`config.mk`:
```
export PLATFORM = sky130hd
export DESIGN_NAME = pooling_stream_mc
export DESIGN_NICKNAME = d
export VERILOG_FILES = /design/src/rtl/pooling_stream_mc.sv
export SDC_FILE = /design/constraint.sdc
export NUM_CORES = 1
export LEC_CHECK = 0
export CAP_MARGIN = 10
export CORE_MARGIN = 2
export CORE_UTILIZATION = 60
export CTS_CLUSTER_DIAMETER = 30
export DETAILED_ROUTE_END_ITERATION = 8
export PLACE_DENSITY_LB_ADDON = 0.08
export SETUP_SLACK_MARGIN = 0.5
export SKIP_CTS_REPAIR_TIMING = 1
export SLEW_MARGIN = 20
export SYNTH_ARGS = -nofsm -noshare
export SYNTH_HDL_FRONTEND = slang
export SYNTH_SLANG_ARGS = --single-unit
```
`constraint.sdc`:
```
create_clock -name clk -period 5.2 [get_ports clk]
set_input_delay 1.04 -clock clk [delete_from_list [all_inputs] [get_ports clk]]
set_output_delay 1.04 -clock clk [all_outputs]
set_load 0.02 [all_outputs]
```
`src/rtl/pooling_stream_mc.sv`:
```
// pooling_stream_mc: streaming multi-channel POOL_SIZE x POOL_SIZE pooling.
//
// Raster-ordered pixels (all channels packed) enter over a valid/ready
// handshake. Pooled pixels leave one cycle after the beat that completes
// their window. Pool mode (0 MAX, 1 AVG, 2 MIN, 3 zeros) is latched on
// the first beat of each frame. Pixels outside the covered floor area
// (col >= OUT_W*P or row >= OUT_H*P) are consumed and dropped.
//
// Optional feature: define POOL_ROUND_EN to make AVG round half up
// (saturating) instead of truncating.
//
// Ports:
//   clk, rst_n          clock, asynchronous active-low reset
//   pool_mode           pooling mode, sampled on first beat of a frame
//   in_valid/in_ready   input handshake (in_ready is combinational)
//   in_data             pixel, channel c at [c*ELEM_WIDTH +: ELEM_WIDTH]
//   out_valid/out_ready output handshake
//   out_data            pooled pixel, same packing
//   out_last            marks the final pooled pixel of the frame
module pooling_stream_mc #(
  parameter int ELEM_WIDTH = 8,
  parameter int CHANNELS   = 4,
  parameter int POOL_SIZE  = 2,
  parameter int IMG_HEIGHT = 28,
  parameter int IMG_WIDTH  = 28
) (
  input  logic                           clk,
  input  logic                           rst_n,
  input  logic [1:0]                     pool_mode,
  input  logic                           in_valid,
  output logic                           in_ready,
  input  logic [CHANNELS*ELEM_WIDTH-1:0] in_data,
  output logic                           out_valid,
  input  logic                           out_ready,
  output logic [CHANNELS*ELEM_WIDTH-1:0] out_data,
  output logic                           out_last
);

  localparam int OUT_H = IMG_HEIGHT / POOL_SIZE;
  localparam int OUT_W = IMG_WIDTH / POOL_SIZE;
  localparam int P2    = POOL_SIZE * POOL_SIZE;
  localparam int ACC_W = ELEM_WIDTH + $clog2(P2);
  localparam int DW    = CHANNELS * ELEM_WIDTH;
  localparam int ROW_W = $clog2(IMG_HEIGHT);
  localparam int COL_W = $clog2(IMG_WIDTH);
  localparam int PW    = $clog2(POOL_SIZE);
  localparam int WC_W  = $clog2(OUT_W + 1);
  localparam int WI_W  = (OUT_W > 1) ? $clog2(OUT_W) : 1;

  localparam logic [COL_W-1:0] COL_LAST  = COL_W'(IMG_WIDTH - 1);
  localparam logic [ROW_W-1:0] ROW_LAST  = ROW_W'(IMG_HEIGHT - 1);
  localparam logic [COL_W-1:0] COL_WLAST = COL_W'(OUT_W * POOL_SIZE - 1);
  localparam logic [ROW_W-1:0] ROW_WLAST = ROW_W'(OUT_H * POOL_SIZE - 1);
  localparam logic [COL_W:0]   COL_COVER = (COL_W + 1)'(OUT_W * POOL_SIZE);
  localparam logic [ROW_W:0]   ROW_COVER = (ROW_W + 1)'(OUT_H * POOL_SIZE);
  localparam logic [PW-1:0]    P_LAST    = PW'(POOL_SIZE - 1);

  localparam logic [1:0] MODE_MAX = 2'd0;
  localparam logic [1:0] MODE_AVG = 2'd1;
  localparam logic [1:0] MODE_MIN = 2'd2;

  typedef enum logic [0:0] {ST_IDLE = 1'b0, ST_RUN = 1'b1} state_t;

  // AVG result from a window sum; rounding variant saturates to the element range.
  function automatic logic [ELEM_WIDTH-1:0] avg_of(input logic [ACC_W-1:0] sum);
    logic [ACC_W:0] quo;
`ifdef POOL_ROUND_EN
    quo = ({1'b0, sum} + (ACC_W + 1)'(P2 / 2)) / (ACC_W + 1)'(P2);
`else
    quo = {1'b0, sum} / (ACC_W + 1)'(P2);
`endif
    if (quo > {{(ACC_W + 1 - ELEM_WIDTH){1'b0}}, {ELEM_WIDTH{1'b1}}}) begin
      avg_of = {ELEM_WIDTH{1'b1}};
    end else begin
      avg_of = quo[ELEM_WIDTH-1:0];
    end
  endfunction

  state_t              state_q, state_d;
  logic [1:0]          mode_q, mode_d;
  logic [ROW_W-1:0]    row_q, row_d;
  logic [COL_W-1:0]    col_q, col_d;
  logic [PW-1:0]       px_q, px_d;   // column position inside the window
  logic [PW-1:0]       py_q, py_d;   // row position inside the window
  logic [WC_W-1:0]     wc_q, wc_d;   // window column index (col / POOL_SIZE)
  logic                out_valid_q, out_valid_d;
  logic [DW-1:0]       out_data_q, out_data_d;
  logic                out_last_q, out_last_d;

  logic [ACC_W-1:0]    acc_q [OUT_W][CHANNELS];
  logic [ACC_W-1:0]    acc_new_s [CHANNELS];
  logic [DW-1:0]       res_s;
  logic [1:0]          cur_mode_s;
  logic [WI_W-1:0]     wi_s;
  logic                accept_s, cover_s, first_s, complete_s, last_win_s;
  logic                end_row_s, end_frame_s;

  assign in_ready    = !out_valid_q || out_ready;
  assign accept_s    = in_valid && in_ready;
  // The first beat of a frame uses the live mode; later beats the latched one.
  assign cur_mode_s  = (state_q == ST_IDLE) ? pool_mode : mode_q;
  assign wi_s        = WI_W'(wc_q);
  assign cover_s     = ({1'b0, col_q} < COL_COVER) && ({1'b0, row_q} < ROW_COVER);
  assign first_s     = (px_q == {PW{1'b0}}) && (py_q == {PW{1'b0}});
  assign complete_s  = cover_s && (px_q == P_LAST) && (py_q == P_LAST);
  assign last_win_s  = (row_q == ROW_WLAST) && (col_q == COL_WLAST);
  assign end_row_s   = (col_q == COL_LAST);
  assign end_frame_s = end_row_s && (row_q == ROW_LAST);

  // Per-channel accumulator update and pooled result for the current beat.
  always_comb begin
    logic [ACC_W-1:0] elem_v;
    logic [ACC_W-1:0] old_v;
    res_s = {DW{1'b0}};
    for (int c = 0; c < CHANNELS; c++) begin
      elem_v = ACC_W'(in_data[c*ELEM_WIDTH +: ELEM_WIDTH]);
      old_v  = acc_q[wi_s][c];
      acc_new_s[c] = elem_v;
      if (first_s) begin
        acc_new_s[c] = elem_v;
      end else begin
        case (cur_mode_s)
          MODE_MAX: acc_new_s[c] = (elem_v > old_v) ? elem_v : old_v;
          MODE_MIN: acc_new_s[c] = (elem_v < old_v) ? elem_v : old_v;
          MODE_AVG: acc_new_s[c] = old_v + elem_v;
          default:  acc_new_s[c] = elem_v;
        endcase
      end
      case (cur_mode_s)
        MODE_MAX, MODE_MIN: res_s[c*ELEM_WIDTH +: ELEM_WIDTH] = acc_new_s[c][ELEM_WIDTH-1:0];
        MODE_AVG:           res_s[c*ELEM_WIDTH +: ELEM_WIDTH] = avg_of(acc_new_s[c]);
        default:            res_s[c*ELEM_WIDTH +: ELEM_WIDTH] = {ELEM_WIDTH{1'b0}};
      endcase
    end
  end

  // Next-state for frame position, mode latch and output register.
  always_comb begin
    state_d     = state_q;
    mode_d      = mode_q;
    row_d       = row_q;
    col_d       = col_q;
    px_d        = px_q;
    py_d        = py_q;
    wc_d        = wc_q;
    out_valid_d = out_valid_q;
    out_data_d  = out_data_q;
    out_last_d  = out_last_q;
    if (accept_s) begin
      if (state_q == ST_IDLE) begin
        mode_d = pool_mode;
      end else begin
        mode_d = mode_q;
      end
      if (end_frame_s) begin
        state_d = ST_IDLE;
      end else begin
        state_d = ST_RUN;
      end
      if (end_row_s) begin
        col_d = {COL_W{1'b0}};
        px_d  = {PW{1'b0}};
        wc_d  = {WC_W{1'b0}};
        if (end_frame_s) begin
          row_d = {ROW_W{1'b0}};
          py_d  = {PW{1'b0}};
        end else begin
          row_d = row_q + ROW_W'(1);
          py_d  = (py_q == P_LAST) ? {PW{1'b0}} : py_q + PW'(1);
        end
      end else begin
        col_d = col_q + COL_W'(1);
        if (px_q == P_LAST) begin
          px_d = {PW{1'b0}};
          wc_d = wc_q + WC_W'(1);
        end else begin
          px_d = px_q + PW'(1);
          wc_d = wc_q;
        end
      end
    end else begin
      state_d = state_q;
    end
    if (accept_s && complete_s) begin
      out_valid_d = 1'b1;
      out_data_d  = res_s;
      out_last_d  = last_win_s;
    end else if (out_ready) begin
      out_valid_d = 1'b0;
    end else begin
      out_valid_d = out_valid_q;
    end
  end

  // Control state and output register, cleared by reset.
  always_ff @(posedge clk or negedge rst_n) begin
    if (!rst_n) begin
      state_q     <= ST_IDLE;
      mode_q      <= 2'd0;
      row_q       <= {ROW_W{1'b0}};
      col_q       <= {COL_W{1'b0}};
      px_q        <= {PW{1'b0}};
      py_q        <= {PW{1'b0}};
      wc_q        <= {WC_W{1'b0}};
      out_valid_q <= 1'b0;
      out_data_q  <= {DW{1'b0}};
      out_last_q  <= 1'b0;
    end else begin
      state_q     <= state_d;
      mode_q      <= mode_d;
      row_q       <= row_d;
      col_q       <= col_d;
      px_q        <= px_d;
      py_q        <= py_d;
      wc_q        <= wc_d;
      out_valid_q <= out_valid_d;
      out_data_q  <= out_data_d;
      out_last_q  <= out_last_d;
    end
  end

  // Accumulator bank; each entry is reloaded at its window's first element.
  always_ff @(posedge clk) begin
    if (accept_s && cover_s) begin
      acc_q[wi_s] <= acc_new_s;
    end
  end

  assign out_valid = out_valid_q;
  assign out_data  = out_data_q;
  assign out_last  = out_last_q;

endmodule
```
======== Yosys cells after proc, flatten, opt, wreduce, memory -nomap -nowiden ========
Memory sizes are Yosys's and may differ from the RTL's.
Index checks and enable logic that the tools add are counted.
cells by class
  reductions and logical operators ........ 16
  add/sub/neg operators ................... 9
  equality and inequality tests ........... 4
  order comparisons ....................... 14
  mux-type cells .......................... 38
  bitwise operators ....................... 2
operators with widths
  kind                   count
  $mux W10               12
  $pmux W10 S3           4
  $pmux W8 S2            4
  $add A10 B8 Y10        4
  $gt A8 B10 Y1          4
  $lt A8 B10 Y1          4
  $gt A8 B8 Y1 const B   4
  $mux W8                4
  $add A5 B1 Y5 const B  2
  $eq A5 B5 Y1 const B   2
  $lt A5 B5 Y1 const B   2
  $mux W5                2
  $mux W1                9
  $logic_and A1 B1 Y1    8
  $mux W4                2
  $add A4 B1 Y4 const B  1
  $reduce_and A2 Y1      2
  $reduce_bool A2 Y1     2
  $add A1 B1 Y1 const B  2
  $eq A2 B1 Y1 const B   1
  $eq A2 B2 Y1 const B   1
  $logic_not A2 Y1       1
  $mux W2                1
  $not A1 Y1             2
  3 further kinds        3
storage, ports and cells
  memory bits (writable) .................. 560
  flip-flop bits (word level) ............. 53
  memories kept ........................... 1
  bits of input ports ..................... 38
  word-level logic and storage cells ...... 94
  output and inout bits ................... 35
memories
  memory  depth  bits a word  rd ports  clocked after Yosys merged registers in  wr ports  line  source
  acc_q   14     40           1         0                                        1         90    logic [ACC_W-1:0] acc_q [OUT_W][CHANNELS];

======== Depth between registers and ports, before layout ========
Gate-level depths: netlist of the first run.
An unclocked memory read counts as a cell.
  word-level depth ........................ 8
  gate-level depth with buffers ........... 21
  gate-level depth less buffers ........... 16

======== Worst setup path before layout of the first run ========
Ideal clock, no wire load.
  kind .................................... reg2reg
  start point ............................. register wc_q[0]
  end point ............................... register out_data_q[4], in the netlist out_data[4]
  library setup time ...................... 0.067 ns
  path buffers ............................ 6
  data required time ...................... 5.133 ns
  arrival time ............................ 4.555 ns
  slack ................................... 0.578 ns
  cell stages (with the launch flop) ...... 19
  clock period less this slack ............ 4.622 ns
  cell sequence ........................... dfrtp_1 -> buf_6 -> buf_6 -> buf_6 -> buf_2 -> buf_4 -> mux4_2 -> nand2_1 -> nand2_1 -> o21ai_0 -> ha_1 -> a21o_1 -> a221oi_1 -> nor4_1 -> or2_1 -> buf_2 -> o32ai_1 -> a22o_1 -> a221o_1
RTL lines
  element                   line  source
  start: declaration        85    logic [WC_W-1:0] wc_q, wc_d;
  start signal: assignment  204   wc_q <= {WC_W{1'b0}};
  start signal: assignment  215   wc_q <= wc_d;
  end signal: assignment    206   out_data_q <= {DW{1'b0}};
  end signal: assignment    217   out_data_q <= out_data_d;
  end: declaration          87    logic [DW-1:0] out_data_q, out_data_d;

==> results of run 1 <==
[worst max-delay path, stage by stage (launching register included)]
cell	delay, ns
dfrtp_4	0.45
buf_12	0.16
buf_12	0.21
mux4_2	0.54
mux4_2	0.53
inv_1	0.08
ha_1	0.28
o21ai_0	0.16
o21ai_0	0.12
a221oi_2	0.36
or3_4	0.21
a211oi_2	0.09
buf_4	0.20
a222oi_1	0.49
inv_1	0.30
[report_power, final]
group / total, uW / switching (uW) / internal, uW
Sequential: 7430 / 300 / 7130
Clock: 7030 / 2450 / 4580
Combinational: 8420 / 5120 / 3300
Total: 22900 / 7880 / 15000
[cells by family after synthesis]
group	synth area share, %
DFF	66.40
and+or+nand+nor	5.605
AOI/OAI and AO/OA	7.515
muxes	13.15
buffers and inverters	2.445
adders and majority gates	3.956
xor gates and xnor gates	0.9296
[Yosys cell counts (11+ instances only)]
cell type / n / area [sq um]
edfxtp_1: 560 / 16820
nand2_1: 155 / 581.8
mux4_2: 116 / 2613
ha_1: 80 / 1001
inv_1: 73 / 274.0
a21oi_1: 68 / 340.3
o21ai_0: 65 / 325.3
nor2_1: 64 / 240.2
dfrtp_1: 53 / 1326
clkbuf_1: 38 / 142.6
mux2i_1: 35 / 350.3
mux2_2: 29 / 326.6
a31oi_1: 22 / 137.6
xnor2_1: 22 / 192.7
and2_1: 21 / 131.4
buf_2: 18 / 90.09
nor3_1: 17 / 85.08
nand3_1: 14 / 70.07
a221o_1: 13 / 130.1
o211ai_1: 13 / 97.59
nand2b_1: 12 / 75.07
o22ai_1: 12 / 75.07
o31ai_1: 12 / 90.09
mux4_1: 11 / 289.0
o221ai_1: 11 / 96.34
[flip-flops by register name, indices dropped and copies added, names as in the netlist]
register,cells
py_q,1
mode_q,2
out_data,32
out_last,1
col_q,5
wc_q,4
acc_q,560
state_q,1
out_valid,1
px_q,1
row_q,5
[layer usage]
layer / routed length [um] / part of all wire [%] / up-vias / global-route usage (%)
li1: - / - / 7138 / -
met1: 29360 / 40 / 8576 / 44.58
met2: 34110 / 47 / 860 / 48.89
met3: 6690 / 9.2 / 162 / 6.289
met4: 2423 / 3.3 / 0 / 11.80
met5: 0 / 0 / - / 0
[through the flow]
| stage | util [%] | setup slack (ns) |
|---|---|---|
| 5_1_grt | 73.54 | 0.4618 |
| 3_5_place_dp | 64.80 | 0.3011 |
| 2_1_floorplan | - | 0.5778 |
| 6_report | 73.54 | 0.6620 |
| 3_3_place_gp | 64.80 | 0.3913 |
| 4_1_cts | 72.99 | 0.2625 |
[final cells by class]
| cell class | count | area (sq um) | share of cell area (%) |
|---|---|---|---|
| clock inverter | 80 | 873.3 | 2.628 |
| tap | 600 | 750.7 | 2.259 |
| clock buffer | 122 | 2828 | 8.510 |
| inverter | 74 | 280.3 | 0.8435 |
| timing repair buffer | 160 | 1725 | 5.193 |
| sequential | 613 | 18150 | 54.63 |
| multi-input combinational | 936 | 8618 | 25.94 |
[layout by cell type (no fill, tap or decap), types with 12 or more instances in the layout]
cell type,instances
clkinvlp_4,19
nor2_1,62
a31oi_1,21
nand2b_1,12
clkdlybuf4s50_1,71
clkinv_1,13
inv_6,12
bufinv_16,13
a21oi_1,64
ha_1,79
and2_2,12
buf_4,60
o22ai_1,12
inv_1,67
o21ai_0,62
nand3_1,13
dfrtp_1,49
edfxtp_1,560
buf_12,26
a221o_1,12
nor3_1,16
xnor2_1,22
mux2i_1,34
clkbuf_16,110
mux4_2,116
mux2_2,29
o31ai_1,12
o211ai_1,13
nand2_1,155
[final timing paths]
kind                                from      endpoint  slack, ns  depth (start not counted)
max in group asynchronous          rst_n       wc_q[1]       3.73                          2
worst min-delay path               rst_n  out_data[11]       0.48                          1
min in group clk                out_last      out_last       0.49                          2
worst min register to register  out_last      out_last       0.49                          2
worst max-delay path             wc_q[0]  acc_q[0][25]       0.66                         14
worst max register to register   wc_q[0]  acc_q[0][25]       0.66                         14
==> flow_summary.json, run 1 <==
{
  "status": "complete, no violations",
  "fin_crit_ns": 4.538,
  "leakage_uw": 0.01188,
  "initialDrtViolationCount": 1734,
  "n_antenna_cell": 0,
  "path_clk_slew_ns": 0.06,
  "cts-root-buf": "clkbuf_16",
  "antenna_found_initial": 0,
  "io_buffers": 72,
  "grt_pass1_vias": 16690,
  "gr-usage-all-layers_pct": 31.42,
  "place_congestion": 0.9146,
  "drt-total-wl_mm": 72.58,
  "worstPathArrival_ns": 4.85,
  "final_antenna_net_count": 0,
  "io_pins": 73,
  "synth.cell_area_sq_mm": 0.02732,
  "die-area_sq_mm": 0.04726,
  "coreArea_sq_mm": 0.04519,
  "fin_crit_sh_pct": 87.27,
  "report.final.slew_viol_count": 0,
  "stdcell_area_sq_mm": 0.03323,
  "insertion_delay_ns": 0.65,
  "area_growth_pct": 21.61,
  "drive_gt1_share_pct": 24.48,
  "fillCellCount": 2748,
  "fin_nets": 2014,
  "start_kind": "flip-flop",
  "ys.flop_type": "edfxtp_1",
  "tns_ns": 0,
  "wl_per_cell_um": 28.08,
  "drv_cap": 0,
  "crit_path_end_kind": "flip-flop",
  "ys.warnings.count": 0,
  "peakVddDrop_v": 0.0004074,
  "dr.pass1.iters": 5,
  "ys_ff_latch": 613,
  "clock_path_buffers": 3,
  "cts.sinks": 613,
  "placed_area_sq_mm": 0.02928,
  "total_power_uw": 22870,
  "worst_slew_pin_slew_ns": 0.9549,
  "syn_inst": 1700,
  "required_ns": 5.51,
  "layout.cells.non_filler": 2585,
  "cts_tree": "built",
  "crit_fanout": 20,
  "path_class": "flip-flop to flip-flop",
  "die_h_um": 217.4,
  "p_per_area_mw_per_mm2": 688.4,
  "ys_types": 81,
  "vias": 16740,
  "dpl.hpwl_mm": 41.58,
  "drc": 0,
  "slew_headroom_pct": 36.10,
  "yosysSeqAreaShare_pct": 66.40,
  "h-tree-depth": 3,
  "hold_class": "input port to async pin",
  "rsz0062_at_grt": "false",
  "avgSynthCellArea_sq_um": 16.07,
  "fin_skew_ns": 0.02115,
  "setup_violations": 0,
  "start_util_pct": 60.47,
  "fin_hold_ws_ns": 0.4783,
  "async_flop_share_pct": 8.646,
  "synth_edf_count": 560,
  "clock.fmax_mhz": 220.4,
  "die_x_um": 217.4,
  "synth_fp_nets": 1822,
  "dp_cells": 2368,
  "global_route.overflow_total": 0,
  "grt_first_pass_wirelength_mm": 106.7,
  "timing_hold_violations_final": 0,
  "numCtsBuffers": 107,
  "via_per_inst": 6.474,
  "grt_max_degree": 63,
  "num_rows": 78
}
No activity file was read; power rests on OpenSTA's default activity.
==> run 2: changes to the inputs <==
--- a/config.mk
+++ b/config.mk
@@ -10,6 +10,7 @@
 export CORE_UTILIZATION = 60
 export CTS_CLUSTER_DIAMETER = 30
 export DETAILED_ROUTE_END_ITERATION = 8
+export MAX_ROUTING_LAYER = met4
 export PLACE_DENSITY_LB_ADDON = 0.08
 export SETUP_SLACK_MARGIN = 0.5
 export SKIP_CTS_REPAIR_TIMING = 1
==> constraint.sdc (replaced) <==
create_clock -name clk -period 5.4 [get_ports clk]
set_input_delay 1.08 -clock clk [delete_from_list [all_inputs] [get_ports clk]]
set_output_delay 1.08 -clock clk [all_outputs]
set_load 0.02 [all_outputs]
==> flow_summary.json, run 2 (synthesis results as in run 1) <==
{
  "n_antenna_cell": 0,
  "drive_gt1_share_pct": 23.52,
  "clock.fmax_mhz": 212.8,
  "start_kind": "flip-flop",
  "grt_pass1_vias": 16940,
  "dpl.hpwl_mm": 43.47,
  "die_h_um": 217.4,
  "antenna_found_initial": 0,
  "final_common_cell": "edfxtp_1",
  "path_buf_inv": 2,
  "path_class": "flip-flop to flip-flop",
  "worstPathArrival_ns": 5.26,
  "stdcell_area_sq_mm": 0.03313,
  "cts-root-buf": "clkbuf_16",
  "io_pins": 73,
  "numCtsBuffers": 111,
  "hold_class": "flip-flop to flip-flop",
  "place_congestion": 0.9686,
  "final_util_pct": 73.33,
  "cts.sinks": 613,
  "critical_path.cell_chain": "buf_4, or2_4, o22ai_1, a31oi_1, inv_1, ha_1, nand4_1, nor2_1, a221oi_2, or3_4, o311ai_2, a221o_1, a22oi_1, nand2_1",
  "leakage_uw": 0.01187,
  "multi_input_area_sq_mm": 0.008568,
  "met3_usage_pct": 6.569,
  "largest_reg_flops": 560,
  "top_usage_layer": "met2",
  "worst_slew_pin_slew_ns": 1.035,
  "placed_area_sq_mm": 0.02924,
  "required_ns": 5.96,
  "crit_family": "compound AO/OA/AOI/OAI gates",
  "die-area_sq_mm": 0.04726,
  "peakVddDrop_v": 0.0004188,
  "cp_slowest_cell": "o311ai_2",
  "area_growth_pct": 21.26,
  "fin_skew_ns": 0.02604,
  "largest_register": "acc_q",
  "coreArea_sq_mm": 0.04519,
  "global_route.overflow_total": 0,
  "cts_tree": "built",
  "wl_per_cell_um": 28.54,
  "h-tree-depth": 3,
  "use_met2_pct": 50.95,
  "crit_fanout": 22,
  "dr.pass1.iters": 5,
  "initialDrtViolationCount": 1757,
  "timing_hold_violations_final": 0,
  "layout_common_cells": "560 x edfxtp_1, 155 x nand2_1, 116 x mux4_2, 116 x clkbuf_16, 80 x ha_1",
  "start_util_pct": 60.47,
  "fin_crit_ns": 4.699,
  "io_buffers": 72,
  "p_per_area_mw_per_mm2": 664.7,
  "drc": 0,
  "total_power_uw": 22030,
  "num_rows": 78,
  "fin_crit_sh_pct": 87.02,
  "setup_violations": 0,
  "fin_nets": 2016,
  "pre_cts_slack_ns": 0.3934,
  "vias": 16830,
  "rsz0062_at_grt": "true",
  "tns_ns": 0,
  "via_per_inst": 6.500,
  "grt_first_pass_wirelength_mm": 109.1,
  "gr-usage-all-layers_pct": 32.94,
  "critPathMaxStageDelay_ns": 0.68,
  "fillCellCount": 2742,
  "grt_max_degree": 57,
  "clock_path_buffers": 3,
  "fin_ws_ns": 0.7012,
  "path_clk_slew_ns": 0.05,
  "drv_cap": 0,
  "final-seq-area_sq_mm": 0.01815,
  "insertion_delay_ns": 0.65,
  "final_antenna_net_count": 0,
  "slew_headroom_pct": 30.72,
  "report.final.slew_viol_count": 0,
  "crit_path_end_kind": "flip-flop",
  "met1_usage_pct": 45.23,
  "drt-total-wl_mm": 73.92,
  "status": "complete, no violations",
  "die_x_um": 217.4
}
run 2: stage by stage:
| stage | std cells | hold slack, ns |
|---|---|---|
| detailed placement | 2367 | 0.4733 |
| floorplan | 1700 | 0.4656 |
| finish | 2590 | 0.4823 |
| global placement | 2367 | 0.4683 |
| global route | 2590 | 0.5124 |
| CTS | 2576 | 0.4860 |
run 2: tightest hold or removal path: stages, from the launching register on:
cell and delay (ns):
dfrtp_1 0.34, nand2_1 0.05, o31ai_1 0.06
run 2: routing by layer:
layer / wire (um) / part of all wire (%) / vias to the layer above
li1: - / - / 7131
met4: 1672 / 2.3 / 0
met3: 6855 / 9.3 / 148
met1: 29750 / 40 / 8664
met2: 35640 / 48 / 891
met5: 0 / 0 / -
run 2: area by class of cell:
type	count	area share [%]
inverter	74	0.8459
multi-input combinational	936	25.86
tap	600	2.266
sequential	613	54.79
clock buffer	133	9.040
timing repair buffer	158	4.977
clock inverter	76	2.224
run 2: final timing paths:
path	depth (start not counted)	slack, ns	end	start
worst max-delay path	14	0.70	out_data[8]	wc_q[3]
worst min-delay path	2	0.48	out_last	out_last
worst max register to register	14	0.70	out_data[8]	wc_q[3]
worst min register to register	2	0.48	out_last	out_last
max in group asynchronous	2	3.89	wc_q[1]	rst_n
min in group asynchronous	1	0.51	out_data[9]	rst_n
run 2: where the power goes:
group	total (uW)	leakage (uW)	internal, uW	switching [uW]
logic	8070	0.00430	3090	4980
registers	7150	0.00579	6870	282
clock network	6800	0.00177	4400	2400
total	22000	0.0119	14400	7670
==> run 3: changes to the inputs <==
--- a/config.mk
+++ b/config.mk
@@ -12,9 +12,7 @@
 export DETAILED_ROUTE_END_ITERATION = 8
 export MAX_ROUTING_LAYER = met4
 export PLACE_DENSITY_LB_ADDON = 0.08
-export SETUP_SLACK_MARGIN = 0.5
 export SKIP_CTS_REPAIR_TIMING = 1
-export SLEW_MARGIN = 20
 export SYNTH_ARGS = -nofsm -noshare
 export SYNTH_HDL_FRONTEND = slang
 export SYNTH_SLANG_ARGS = --single-unit
==> flow_summary.json, run 3 (synthesis results as in run 1) <==
{
  "critical_path.cell_chain": "buf_12, buf_4, mux4_2, nand2_1, o21ai_0, a21oi_1, ha_1, nand4_1, nor2_1, a31o_2, nor4_1, or2_1, nor3_1, a311oi_1, inv_1",
  "timing_hold_violations_final": 0,
  "crit_fanout": 45,
  "reg2reg_setup_slack_ns": 0.32,
  "global_route.overflow_total": 0,
  "drc": 0,
  "worst_slew_pin_slew_ns": 1.041,
  "p_per_area_mw_per_mm2": 662.9,
  "stdcell_area_sq_mm": 0.03297,
  "die_x_um": 217.4,
  "layout_common_cells": "560 x edfxtp_1, 155 x nand2_1, 116 x mux4_2, 115 x clkbuf_16, 80 x ha_1",
  "h-tree-depth": 3,
  "crit_family": "compound AO/OA/AOI/OAI gates",
  "critPathMaxStageDelay_ns": 0.88,
  "largest_register": "acc_q",
  "fin_crit_sh_pct": 94.09,
  "hold_class": "flip-flop to flip-flop",
  "p_switching_uw": 7609,
  "numCtsBuffers": 111,
  "insertion_delay_ns": 0.64,
  "clkPwrFrac_pct": 31.1,
  "path_class": "flip-flop to flip-flop",
  "start_kind": "flip-flop",
  "cts.sinks": 613,
  "rsz0062_at_grt": "false",
  "required_ns": 5.70,
  "drv_cap": 0,
  "min_from": "out_last",
  "final_antenna_net_count": 0,
  "via_per_inst": 6.512,
  "report.final.slew_viol_count": 0,
  "clock.fmax_mhz": 196.8,
  "fin_nets": 2002,
  "grt_max_degree": 57,
  "cts_tree": "built",
  "start_util_pct": 60.47,
  "antenna_found_initial": 0,
  "fillCellCount": 2756,
  "slew_headroom_pct": 30.32,
  "gr-usage-all-layers_pct": 32.94,
  "leakage_uw": 0.01178,
  "wl_per_cell_um": 28.48,
  "initialDrtViolationCount": 1792,
  "area_growth_pct": 20.66,
  "peakVddDrop_v": 0.0004196,
  "drt-total-wl_mm": 73.36,
  "drive_gt1_share_pct": 22.72,
  "swShare_pct": 34.81,
  "largest_reg_flops": 560,
  "coreArea_sq_mm": 0.04519,
  "grt_first_pass_wirelength_mm": 109.1,
  "power.internal_uw": 14250,
  "fin_crit_ns": 5.081,
  "vias": 16780,
  "comb_power_share_pct": 35.8,
  "dr.pass1.iters": 5,
  "placed_area_sq_mm": 0.02924,
  "path_clk_slew_ns": 0.05,
  "cp_slowest_cell": "dfrtp_4",
  "dpl.hpwl_mm": 43.47,
  "io_buffers": 72,
  "seqPwrFrac_pct": 33.1,
  "clock_path_buffers": 3,
  "fin_skew_ns": 0.02284,
  "path_buf_inv": 3,
  "cts-root-buf": "clkbuf_16",
  "fin_ws_ns": 0.3193,
  "grt_pass1_vias": 16940,
  "total_power_uw": 21860,
  "status": "complete, no violations",
  "n_antenna_cell": 0,
  "die_h_um": 217.4,
  "pre_cts_slack_ns": 0.3934,
  "tns_ns": 0,
  "crit_path_end_kind": "flip-flop",
  "rr_startpoint": "wc_q[1]",
  "io_pins": 73,
  "die-area_sq_mm": 0.04726,
  "crit_path_start": "wc_q[1]",
  "place_congestion": 0.9686,
  "setup_violations": 0,
  "num_rows": 78,
  "final_common_cell": "edfxtp_1",
  "worstPathArrival_ns": 5.38
}
-- run 3: tightest hold or removal path: stages (launching register included) --
cell and delay (ns):
dfrtp_1 0.34, nand2_1 0.05, o31ai_1 0.06
-- run 3: final cells by class --
cell class                 count  area, sq um  area share [%]
clock buffer                 133         2995           9.085
clock inverter                76        737.0           2.235
inverter                      74        277.8          0.8425
multi-input combinational    936         8549           25.93
sequential                   613        18150           55.06
tap                          600        750.7           2.277
timing repair buffer         144         1506           4.569
-- run 3: metal layers --
layer  up-vias  global-route usage (%)  share of wire, %
met3       146                   6.569               8.9
met5         -                       -                 0
met2       866                   50.95                48
li1       7102                       -                 -
met1      8662                   45.23                41
met4         0                   9.338               2.4
-- run 3: metrics by stage --
step | std cells | utilization (%) | hold WS (ns)
2_1_floorplan | 1700 | - | 0.4656
3_3_place_gp | 2367 | 64.70 | 0.4683
3_5_place_dp | 2367 | 64.70 | 0.4733
4_1_cts | 2576 | 72.96 | 0.4860
5_1_grt | 2576 | 72.96 | 0.5124
6_report | 2576 | 72.96 | 0.4838
-- run 3: worst paths after layout --
| kind | endpoint | cells past startpoint |
|---|---|---|
| hold reg to reg | out_last | 2 |
| setup / recovery | acc_q[2][33] | 15 |
| hold / removal | out_last | 2 |
| min in group asynchronous | out_data[9] | 1 |
| max in group asynchronous | wc_q[1] | 2 |
| setup reg to reg | acc_q[2][33] | 15 |
-- run 3: power by group through the flow --
| stage | logic, uW | clock network, uW | registers (uW) |
|---|---|---|---|
| CTS | 7770 | 6840 | 7230 |
| floorplan | 5250 | 0 | 7180 |
| finish | 7830 | 6800 | 7220 |
| detailed placement | 7690 | 0 | 7300 |
| global placement | 7590 | 0 | 7270 |
| global route | 8480 | 7070 | 7270 |
